==> config.mk <==
export PLATFORM = sky130hd
export DESIGN_NAME = re_expander32
export DESIGN_NICKNAME = d
export VERILOG_FILES = /design/src/rtl/re_expander32.sv
export SDC_FILE = /design/constraint.sdc
export NUM_CORES = 1
export LEC_CHECK = 0
export BUFFER_PORTS_ARGS = -buffer_cell sky130_fd_sc_hd__buf_2
export CORE_MARGIN = 2
export CORE_UTILIZATION = 50
export CTS_BUF_LIST = sky130_fd_sc_hd__clkbuf_8
export DETAILED_ROUTE_END_ITERATION = 16
export PLACE_DENSITY = 0.81
export SLEW_MARGIN = 10
export SYNTH_ARGS = -nofsm -noshare
export SYNTH_HDL_FRONTEND = slang
export SYNTH_SLANG_ARGS = --single-unit
==> constraint.sdc <==
create_clock -name clk -period 4.4 [get_ports clk]
set_input_delay 0.66 -clock clk [delete_from_list [all_inputs] [get_ports clk]]
set_output_delay 0.66 -clock clk [all_outputs]
set_load 0.005 [all_outputs]
==> src/rtl/re_expander32.sv <==
// ----------------------------------------------------------------------------
// re_expander32
//
// Rebuilds a NUM_LENGTH-bit integer from a leading-one position k and the
// MSB-first mantissa bits that follow the leading one.  The working register
// is loaded as {1, m1, zeros} (the leading one sits in the MSB) and is then
// moved down by (31 - k) through five conditional shift stages
// (16, 8, 4, 2, 1), one stage per clock.  The result is held until the
// consumer takes it.
//
// Optional feature (compile-time macro RE_EXPAND_ROUND_EN):
//   When defined, the bit directly below the mantissa is set on load.  This
//   places the truncated tail at the midpoint of its interval instead of at
//   its floor.  When undefined, the bits below the mantissa are zero.
//
// Ports:
//   clk        in   1            rising-edge clock
//   rst_n      in   1            asynchronous active-low reset
//   in_valid   in   1            request present
//   in_ready   out  1            block accepts a request (IDLE only)
//   in_k       in   K_LENGTH     leading-one position, 0..31
//   in_m1      in   M1_LENGTH    mantissa bits below the leading one
//   in_zero    in   1            request encodes the value 0
//   out_valid  out  1            result held (DONE)
//   out_ready  in   1            consumer takes the result
//   num        out  NUM_LENGTH   reconstructed number, 0 outside DONE
//   busy       out  1            high in any state other than IDLE
// ----------------------------------------------------------------------------
module re_expander32 #(
    parameter int NUM_LENGTH = 32,
    parameter int K_LENGTH   = 5,
    parameter int M1_LENGTH  = 16
) (
    input  logic                  clk,
    input  logic                  rst_n,
    input  logic                  in_valid,
    output logic                  in_ready,
    input  logic [K_LENGTH-1:0]   in_k,
    input  logic [M1_LENGTH-1:0]  in_m1,
    input  logic                  in_zero,
    output logic                  out_valid,
    input  logic                  out_ready,
    output logic [NUM_LENGTH-1:0] num,
    output logic                  busy
);

    typedef enum logic [1:0] {
        IDLE  = 2'd0,
        SHIFT = 2'd1,
        DONE  = 2'd2
    } state_t;

    // Midpoint bit position; only meaningful when the mantissa leaves at
    // least one bit free below it.
    localparam bit RND_FITS = (M1_LENGTH < NUM_LENGTH - 1);
    localparam int RND_BIT  = RND_FITS ? (NUM_LENGTH - 2 - M1_LENGTH) : 0;

    localparam logic [2:0] LAST_STAGE = 3'd4;

    state_t                  state_q, state_d;
    logic [NUM_LENGTH-1:0]   w_q, w_d;
    logic [K_LENGTH-1:0]     k_q, k_d;
    logic                    zero_q, zero_d;
    logic [2:0]              stage_q, stage_d;

    // Working-register image at acceptance: leading one in the MSB, the
    // mantissa directly below it, then the (optionally compensated) tail.
    function automatic logic [NUM_LENGTH-1:0] load_word(
        input logic [M1_LENGTH-1:0] m1
    );
        logic [NUM_LENGTH-1:0] w;
        w                            = '0;
        w[NUM_LENGTH-1]              = 1'b1;
        w[NUM_LENGTH-2 -: M1_LENGTH] = m1;
`ifdef RE_EXPAND_ROUND_EN
        if (RND_FITS) begin
            w[RND_BIT] = 1'b1;
        end
`endif
        return w;
    endfunction

    // One stage of the barrel: stage 0..4 tests k bit 4..0 and shifts by
    // 16..1 when that bit is clear.  Across all five stages this yields a
    // total shift of (31 - k).
    function automatic logic [NUM_LENGTH-1:0] apply_stage(
        input logic [NUM_LENGTH-1:0] w,
        input logic [2:0]            stage,
        input logic [K_LENGTH-1:0]   k
    );
        logic [NUM_LENGTH-1:0] r;
        r = w;
        case (stage)
            3'd0: if (!k[4]) r = w >> 16;
            3'd1: if (!k[3]) r = w >> 8;
            3'd2: if (!k[2]) r = w >> 4;
            3'd3: if (!k[1]) r = w >> 2;
            3'd4: if (!k[0]) r = w >> 1;
            default: r = w;
        endcase
        return r;
    endfunction

    // State and datapath registers
    always_ff @(posedge clk or negedge rst_n) begin
        if (!rst_n) begin
            state_q <= IDLE;
            w_q     <= '0;
            k_q     <= '0;
            zero_q  <= 1'b0;
            stage_q <= '0;
        end else begin
            state_q <= state_d;
            w_q     <= w_d;
            k_q     <= k_d;
            zero_q  <= zero_d;
            stage_q <= stage_d;
        end
    end

    // Next-state and datapath update
    always_comb begin
        state_d = state_q;
        w_d     = w_q;
        k_d     = k_q;
        zero_d  = zero_q;
        stage_d = stage_q;

        case (state_q)
            IDLE: begin
                if (in_valid) begin
                    w_d     = load_word(in_m1);
                    k_d     = in_k;
                    zero_d  = in_zero;
                    stage_d = '0;
                    state_d = SHIFT;
                end
            end

            SHIFT: begin
                w_d = apply_stage(w_q, stage_q, k_q);
                if (stage_q == LAST_STAGE) begin
                    stage_d = '0;
                    state_d = DONE;
                end else begin
                    stage_d = stage_q + 3'd1;
                end
            end

            DONE: begin
                if (out_ready) begin
                    state_d = IDLE;
                end
            end

            default: begin
                state_d = IDLE;
            end
        endcase
    end

    // in_ready is gated by rst_n so that every output reads 0 while reset
    // is held, and goes high as soon as reset is released.
    always_comb begin
        in_ready  = (state_q == IDLE) && rst_n;
        out_valid = (state_q == DONE);
        busy      = (state_q != IDLE);
        num       = '0;
        if ((state_q == DONE) && !zero_q) begin
            num = w_q;
        end
    end

endmodule

==> results.md, run 1 <==
* Finished Core Util at 58.7%
* Global-route wire length before repair at 14.6 mm
* Pre-Repair DR Iteration Count at 5
* Global route overflow at 0
* Routed wire length at 8.72 mm
* CP endpoint kind: register
* Total number of vias at 3067
* Die Ht at 83.4 µm
* Overall Global Routing Usage at 25.6%
* Post-placement cell count at 446
* Die ar. at 6950 µm²
* CP Class: register to register
* Clock Sinks at 43
* Num CTS Buffers at 5
* Slew margin rel. at 20.1%
* Postcts setup bufs at 0
* Setup TNS at 0 ns
* Synth area leader: dfrtp_1
* Io pins at 61
* Placed cell areas at 3400 µm²
* Area grow syn2layout at 11.7%
* H-Tree Depth at 2
* Status: finished, final reports clean
* Top cell type's share of synthesized area at 34.2%
* Hold_buf cts at 0
* Leakage power at 1.58 nW
* Overall Power at 2.89 mW
* Syn avg cell area at 9.26 µm²
* Post-synth EDFFs at 0
* Synth Warn # at 0
* Fin area at 3520 µm²
* Core region area at 5990 µm²
* Fill cells at 534
* Sequential Area at 1080 µm²
* Ys async rst share at 100%
* Final #Nets at 410
* Number of global-route vias before repair at 2891
* Worst Setup Start Kind: register
* Clk slew on worst S/H paths at 0.09 ns
* RSZ-0062 raised after global routing: no
* Worst R2R Start: stage_q[2]
* Starting Density at 52.6%
* Post-DP HPWL at 5.71 mm
* CTS Buffer Depth at 2
* Post-cts sizing count at 0
* CP startpoint: stage_q[2]
* Crit path max fanout at 31
* Pre-CTS WS at 1.30 ns
* Fin crit period at 3.17 ns
* Achievable Freq at 316 MHz
* P per Cell Area at 822 nW/µm²
* Sequential area share after synthesis at 34.2%
* Post-synthesis instance total at 340
* Multi-input gate area at 1870 µm²
* Slew @ Worst Pin at 1.20 ns
* Max-slew violations at 0
* Worst IR Drop VDD at 438 µV
* WP data arrival at 3.37 ns
* Worst Slack Setup Final at 1.23 ns
* Mapped Nets at 372
* Largest net degree at the start of global routing at 45
* Antenna viol nets, final at 0
* Layout cells sized above 1 at 26.1%
* IO Port Bufs at 60
* Final Cycle Share at 72.0%
* Netlist cell types at 42
* Worst Skew at 0.0116 ns
* Iter 0 DRT Violations at 369
* Global placer's final weighted congestion at 0.879
* FP Rows at 28
* Most frequent cells after synthesis: dfrtp_1, o31ai_1, and2_1
* DRC viols at 0
* Number of synthesized register bits at 43
* Max cap viols at 0
* Top cells by area, synth: dfrtp_1, o31ai_1, a22oi_1, and2_1, a22o_1
* Clk root buf: clkbuf_8
* Req. time, crit path at 4.60 ns
* Die width at 83.4 µm
* WHS at 0.410 ns
* CTS tree: done
* Top_reg_cell synth: dfrtp_1
* Clk_lat worst skew at 0.31 ns
* Diode count at 0
* Vias/cell at 6.76
* HP Class: input port to async pin
* Most frequent cell after synthesis: dfrtp_1
* Setup Viol. Count Final at 0
* Final hold violation count at 0
* Drt wl/cell at 19.2 µm
* Synth Cell Area at 3150 µm²
* Fin cells at 454
* Initial antenna violation count at 0
flip-flops by register name, summed over array words and instances, names as in the netlist:
register  count
k_q           5
stage_q       3
state_q       2
w_q          32
zero_q        1
worst paths after layout:
path | to | slack (ns) | depth (start not counted)
setup / recovery | w_q[27] | 1.23 | 6
hold / removal | w_q[3] | 0.41 | 2
min in group clk | w_q[0] | 0.51 | 2
setup reg to reg | w_q[27] | 1.23 | 6
max in group asynchronous | state_q[1] | 3.57 | 2
hold reg to reg | w_q[0] | 0.51 | 2
where the power goes:
| part | switching (mW) | total (mW) | leakage (nW) | internal, mW |
|---|---|---|---|---|
| sequential | 0.289 | 0.870 | 0.539 | 0.581 |
| combinational | 1.02 | 1.69 | 0.978 | 0.670 |
| clock | 0.145 | 0.329 | 0.0612 | 0.184 |
critical path, cell delays in order, from the launching register on:
cell and delay (ns):
dfrtp_1 0.63, inv_1 0.15, ha_1 0.61, nand2_1 0.30, a31oi_4 0.24, nor3_4 0.71
mux2_2 0.42
layer usage:
metal | global-route usage [%] | up-vias | share of wire, % | routed length, µm
li1 | - | 1382 | - | -
met2 | 39.9 | 194 | 47 | 4130
met4 | 9.39 | 0 | 2.7 | 239
met1 | 35.4 | 1467 | 41 | 3560
met3 | 4.67 | 24 | 9.1 | 795
met5 | 0 | - | 0 | 0
area by class of cell:
class | count | area share [%]
tap | 75 | 2.67
inverter | 5 | 0.533
clock buffer | 6 | 2.35
timing repair buffer | 65 | 9.60
sequential | 43 | 30.6
clock inverter | 2 | 0.996
multi-input combinational | 258 | 53.3
cell usage in the layout (no fill, tap or decap), types with 14 or more instances in the layout:
cell type	instances
a22o_1	18
a22oi_1	32
a31oi_1	17
and2_1	33
and3_1	14
buf_2	60
dfrtp_1	43
nand2_1	23
o21ai_0	25
o31ai_1	37
cell families after synthesis:
logic type | Yosys count | share of synthesized area [%]
compound gates | 145 | 33.5
simple gates | 94 | 18.8
flops | 43 | 34.2
buf+inv | 39 | 6.40
mux | 13 | 4.77
fa+ha+maj | 6 | 2.38
Power figures use the tool's default switching activity.
==> run 2: changes to the inputs <==
==> constraint.sdc (replaced) <==
create_clock -name clk -period 3.31 [get_ports clk]
set_input_delay 0.4965 -clock clk [delete_from_list [all_inputs] [get_ports clk]]
set_output_delay 0.4965 -clock clk [all_outputs]
set_load 0.005 [all_outputs]
==> results.md, run 2 (synthesized netlist as in run 1, its figures left out) <==
* Clock Sinks at 43
* Final Cycle Share at 76.8%
* Multi-input gate area at 1870 µm²
* Pre-Repair DR Iteration Count at 6
* Initial antenna violation count at 0
* Top flop regs: w_q x32, k_q x5, stage_q x3
* Commonest non-fill, non-tap cell in the layout: buf_2
* H-Tree Depth at 2
* Drt wl/cell at 19.1 µm
* Core region area at 5990 µm²
* Number of global-route vias before repair at 2835
* RR Endpoint: w_q[26]
* Area grow syn2layout at 12.1%
* Internal at 1.84 mW
* CP Class: register to register
* Fill cells at 508
* Final #Nets at 415
* FF-to-FF setup slack at 0.77 ns
* Worst IR Drop VDD at 488 µV
* Critical Path Stages at 6
* Max FFs per register at 32
* Crit-path slowest cell: nor3_4
* Num CTS Buffers at 5
* Sequential share of power at 30.5%
* FP Rows at 28
* Largest net degree at the start of global routing at 44
* Sequential Area at 1080 µm²
* Routed wire length at 8.78 mm
* Biggest register: w_q
* Vias/cell at 6.69
* Fin crit period at 2.54 ns
* HP Class: input port to async pin
* Hold_buf cts at 0
* Slew @ Worst Pin at 0.688 ns
* Postcts setup bufs at 0
* Leading cell types in the layout, fill and taps excluded: buf_2, dfrtp_1, o31ai_1
* Starting Density at 52.6%
* Max cap viols at 0
* Final hold violation count at 0
* Max-slew violations at 0
* Post-cts sizing count at 0
* Antenna viol nets, final at 0
* Overall Global Routing Usage at 25.5%
* Die Ht at 83.4 µm
* IO Port Bufs at 60
* Total number of vias at 3071
* Clk slew on worst S/H paths at 0.10 ns
* Diode count at 0
* Io pins at 61
* Clk root buf: clkbuf_8
* Worst Skew at 0.00798 ns
* Global-route wire length before repair at 14.7 mm
* Crit path max fanout at 16
* Crit path max-delay family: simple AND/OR/NAND/NOR gates
* CTS Buffer Depth at 2
* Worst R2R Start: stage_q[2]
* Global placer's final weighted congestion at 1.00
* WP data arrival at 2.73 ns
* Finished Core Util at 58.9%
* Slowest cell delay on critical path at 0.65 ns
* WP buf/inv at 1
* P per Cell Area at 1080 nW/µm²
* Sw frac at 51.7%
* Iter 0 DRT Violations at 403
* Achievable Freq at 394 MHz
* Setup Viol. Count Final at 0
* Sw Pwr at 1.97 mW
* Crit path to: w_q[26]
* Worst reg-to-reg path cell count at 6
* Die width at 83.4 µm
* Global route overflow at 0
* Worst Setup Start Kind: register
* Clk_lat worst skew at 0.31 ns
* Logic gate share of total power at 59.9%
* Layout cells sized above 1 at 26.8%
* CTS tree: done
* Worst path cell trace: inv_1 > ha_1 > nand2_1 > a31oi_4 > nor3_4 > mux2_2
* CP endpoint kind: register
* Post-DP HPWL at 5.90 mm
* Status: finished, final reports clean
* Req. time, crit path at 3.50 ns
* Setup TNS at 0 ns
* RSZ-0062 raised after global routing: no
* Die ar. at 6950 µm²
* Clock power frac at 9.6%
* Leakage power at 1.59 nW
* Slew margin rel. at 54.0%
* CP startpoint: stage_q[2]
* DRC viols at 0
## run 2: worst min-delay path by stage
| stage | startpoint | endpoint | cells past startpoint |
|---|---|---|---|
| floorplan | rst_n | k_q[0] | 0 |
| global placement | zero_q | zero_q | 1 |
| detailed placement | zero_q | zero_q | 1 |
| CTS | rst_n | state_q[0] | 2 |
| global route | rst_n | zero_q | 2 |
| finish | rst_n | state_q[1] | 2 |
## run 2: through the flow
| step | cells | setup slack, ns | area, µm² | hold WS, ns | power, mW |
|---|---|---|---|---|---|
| floorplan | 340 | 1.27 | 3150 | 0.201 | 2.92 |
| global placement | 451 | 0.910 | 3440 | 0.492 | 3.31 |
| detailed placement | 451 | 0.805 | 3440 | 0.498 | 3.38 |
| CTS | 459 | 0.785 | 3530 | 0.306 | 3.76 |
| global route | 459 | 0.658 | 3530 | 0.350 | 4.08 |
| finish | 459 | 0.769 | 3530 | 0.269 | 3.81 |
## run 2: power by group through the flow
stage | sequential, mW | clock (mW) | combinational (mW)
floorplan | 0.991 | 0 | 1.93
global placement | 1.14 | 0 | 2.17
detailed placement | 1.15 | 0 | 2.23
CTS | 1.14 | 0.373 | 2.24
global route | 1.18 | 0.395 | 2.50
finish | 1.16 | 0.364 | 2.28
## run 2: cell type report
type,instances,share of cell area (%)
clock buffer,5,1.95
clock inverter,3,0.744
inverter,5,0.532
multi-input combinational,258,53.0
sequential,43,30.5
tap,75,2.66
timing repair buffer,70,10.6
## run 2: routing by layer
layer | routed length [µm] | track usage, % | vias to the layer above
met5 | 0 | 0 | -
met4 | 157 | 8.35 | 0
met3 | 838 | 3.98 | 21
met2 | 4180 | 40.3 | 204
met1 | 3610 | 35.8 | 1455
li1 | - | - | 1391
## run 2: worst register-to-register path, stage by stage, from the launching register on
cell and delay (ns):
dfrtp_1 0.62, inv_1 0.16, ha_1 0.25, nand2_1 0.12, a31oi_4 0.21, nor3_4 0.65, mux2_2 0.42
==> run 3: changes to the inputs <==
--- a/config.mk
+++ b/config.mk
@@ -5,12 +5,13 @@
 export SDC_FILE = /design/constraint.sdc
 export NUM_CORES = 1
 export LEC_CHECK = 0
+export ABC_AREA = 1
 export BUFFER_PORTS_ARGS = -buffer_cell sky130_fd_sc_hd__buf_2
 export CORE_MARGIN = 2
 export CORE_UTILIZATION = 50
 export CTS_BUF_LIST = sky130_fd_sc_hd__clkbuf_8
 export DETAILED_ROUTE_END_ITERATION = 16
-export PLACE_DENSITY = 0.81
+export PLACE_DENSITY = 0.84
 export SLEW_MARGIN = 10
 export SYNTH_ARGS = -nofsm -noshare
 export SYNTH_HDL_FRONTEND = slang
==> constraint.sdc (replaced) <==
create_clock -name clk -period 2.25 [get_ports clk]
set_input_delay 0.3375 -clock clk [delete_from_list [all_inputs] [get_ports clk]]
set_output_delay 0.3375 -clock clk [all_outputs]
set_load 0.005 [all_outputs]
==> results.md, run 3 <==
* Pre-CTS WS at 0.411 ns
* Starting Density at 52.1%
* Worst Skew at 0.00912 ns
* Biggest register: w_q
* Fill cells at 665
* Status: finished, final reports clean
* Synth Cell Area at 3330 µm²
* Leading cell types in the layout, fill and taps excluded: nand2_1, nor2_1, buf_2
* Global-route wire length before repair at 15.9 mm
* CP startpoint: stage_q[0]
* Sequential area share after synthesis at 32.4%
* Post-synth EDFFs at 0
* Multi-input gate area at 1870 µm²
* Initial antenna violation count at 0
* Synth Warn # at 0
* Antenna viol nets, final at 0
* DRC viols at 0
* Achievable Freq at 528 MHz
* Clk root buf: clkbuf_8
* Total number of vias at 3738
* WP data arrival at 2.08 ns
* Most frequent cell after synthesis: nand2_1
* Slew @ Worst Pin at 0.552 ns
* Final hold violation count at 0
* Setup TNS at 0 ns
* Worst R2R Start: stage_q[0]
* Top cells by area, synth: dfrtp_1, nand2_1, nor2_1, nand3_1, inv_1
* Num CTS Buffers at 5
* Global route overflow at 0
* RSZ-0062 raised after global routing: no
* Clk slew on worst S/H paths at 0.09 ns
* Core region area at 6390 µm²
* Postcts setup bufs at 0
* Mapped Nets at 577
* Post-cts sizing count at 0
* Layout cells sized above 1 at 15.8%
* Sequential Area at 1080 µm²
* Iter 0 DRT Violations at 397
* Max cap viols at 0
* Top flop regs: w_q x32, k_q x5, stage_q x3
* Clk_lat worst skew at 0.31 ns
* CP Class: register to register
* Crit path max fanout at 32
* Die width at 85.6 µm
* Number of synthesized register bits at 43
* Die ar. at 7320 µm²
* IO Port Bufs at 60
* Most frequent cells after synthesis: nand2_1, nor2_1, nand3_1
* Final #Nets at 626
* P per Cell Area at 1450 nW/µm²
* Synth area leader: dfrtp_1
* HP Class: input port to async pin
* H-Tree Depth at 2
* Max-slew violations at 0
* Hold_buf cts at 0
* Number of global-route vias before repair at 3450
* Req. time, crit path at 2.43 ns
* Routed wire length at 9.47 mm
* Worst IR Drop VDD at 710 µV
* Worst Slack Setup Final at 0.355 ns
* Clock Sinks at 43
* FP Rows at 29
* Drt wl/cell at 14.1 µm
* Max FFs per register at 32
* Largest net degree at the start of global routing at 44
* Final Cycle Share at 84.2%
* Io pins at 61
* Fin crit period at 1.89 ns
* Slew margin rel. at 63.2%
* CTS Buffer Depth at 2
* Setup Viol. Count Final at 0
* CTS tree: done
* Commonest non-fill, non-tap cell in the layout: nand2_1
* Global placer's final weighted congestion at 0.973
* Worst Setup Start Kind: register
* Post-synthesis instance total at 545
* Syn avg cell area at 6.10 µm²
* Top_reg_cell synth: dfrtp_1
* Ys async rst share at 100%
* Top cell type's share of synthesized area at 32.4%
* Die Ht at 85.6 µm
* Vias/cell at 5.56
* CP endpoint kind: register
* Netlist cell types at 23
* Post-DP HPWL at 6.43 mm
* Leakage power at 1.99 nW
* Overall Global Routing Usage at 26.7%
* Area grow syn2layout at 11.9%
* Pre-Repair DR Iteration Count at 5
* Diode count at 0
==> run 3: cell count changes after synthesis, moves of 9 or more <==
cell,delta
a31oi_1,-17
inv_1,+42
nand2_1,+193
and3_1,-14
o31ai_1,-37
a22oi_1,-32
nor2_1,+73
nand3_1,+51
a22o_1,-18
and2_1,-33
mux2_2,-12
clkbuf_1,-9
nand4_1,+15
==> run 3: final timing paths <==
check                             endpoint  slack [ns]  cells past startpoint
worst max-delay path               w_q[30]        0.36                      7
worst min-delay path                k_q[2]        0.12                      2
worst max register to register     w_q[30]        0.36                      7
worst min register to register      k_q[4]        0.50                      2
max in group asynchronous           w_q[3]        1.75                      2
min in group clk                state_q[1]        0.20                      2
==> run 3: power breakdown <==
part | internal, mW | switching (mW) | total, mW
logic | 1.03 | 2.34 | 3.38
registers | 1.08 | 0.424 | 1.51
clock network | 0.216 | 0.290 | 0.507
==> run 3: logic make-up after synthesis <==
group / synth area share [%]
DFF: 32.4
AOI/OAI and AO/OA: 7.49
buffers and inverters: 11.3
adders and majority gates: 2.26
and+or+nand+nor: 46.6
==> run 3: final cells by class <==
class | count | area share, %
tap | 77 | 2.59
sequential | 43 | 28.9
clock inverter | 3 | 0.538
multi-input combinational | 421 | 50.4
timing repair buffer | 72 | 10.5
inverter | 51 | 5.21
clock buffer | 5 | 1.85
==> run 3: through the flow <==
stage	util (%)	power [mW]	instance area (µm²)	cells	hold WS, ns
finish	58.2	5.39	3720	672	0.116
detailed placement	56.9	4.78	3630	664	0.471
floorplan	-	4.07	3330	545	0.0419
CTS	58.2	5.30	3720	672	0.142
global placement	56.9	4.70	3630	664	0.467
global route	58.2	5.87	3720	672	0.169
==> run 3: layer usage <==
| layer | vias to the layer above | global-route usage (%) | wire length (µm) |
|---|---|---|---|
| met5 | - | 0 | 0 |
| met4 | 0 | 10.4 | 204 |
| met3 | 26 | 4.04 | 922 |
| met2 | 220 | 42.8 | 4310 |
| met1 | 1692 | 36.6 | 4030 |
| li1 | 1800 | - | - |
==> run 3: critical path, stage by stage (launching register included) <==
cell and delay, ns:
dfrtp_1 0.43, inv_1 0.09, ha_1 0.32, o21ai_4 0.24, nand3_1 0.14, nand3_2 0.09, buf_4 0.31, o21ai_0 0.13
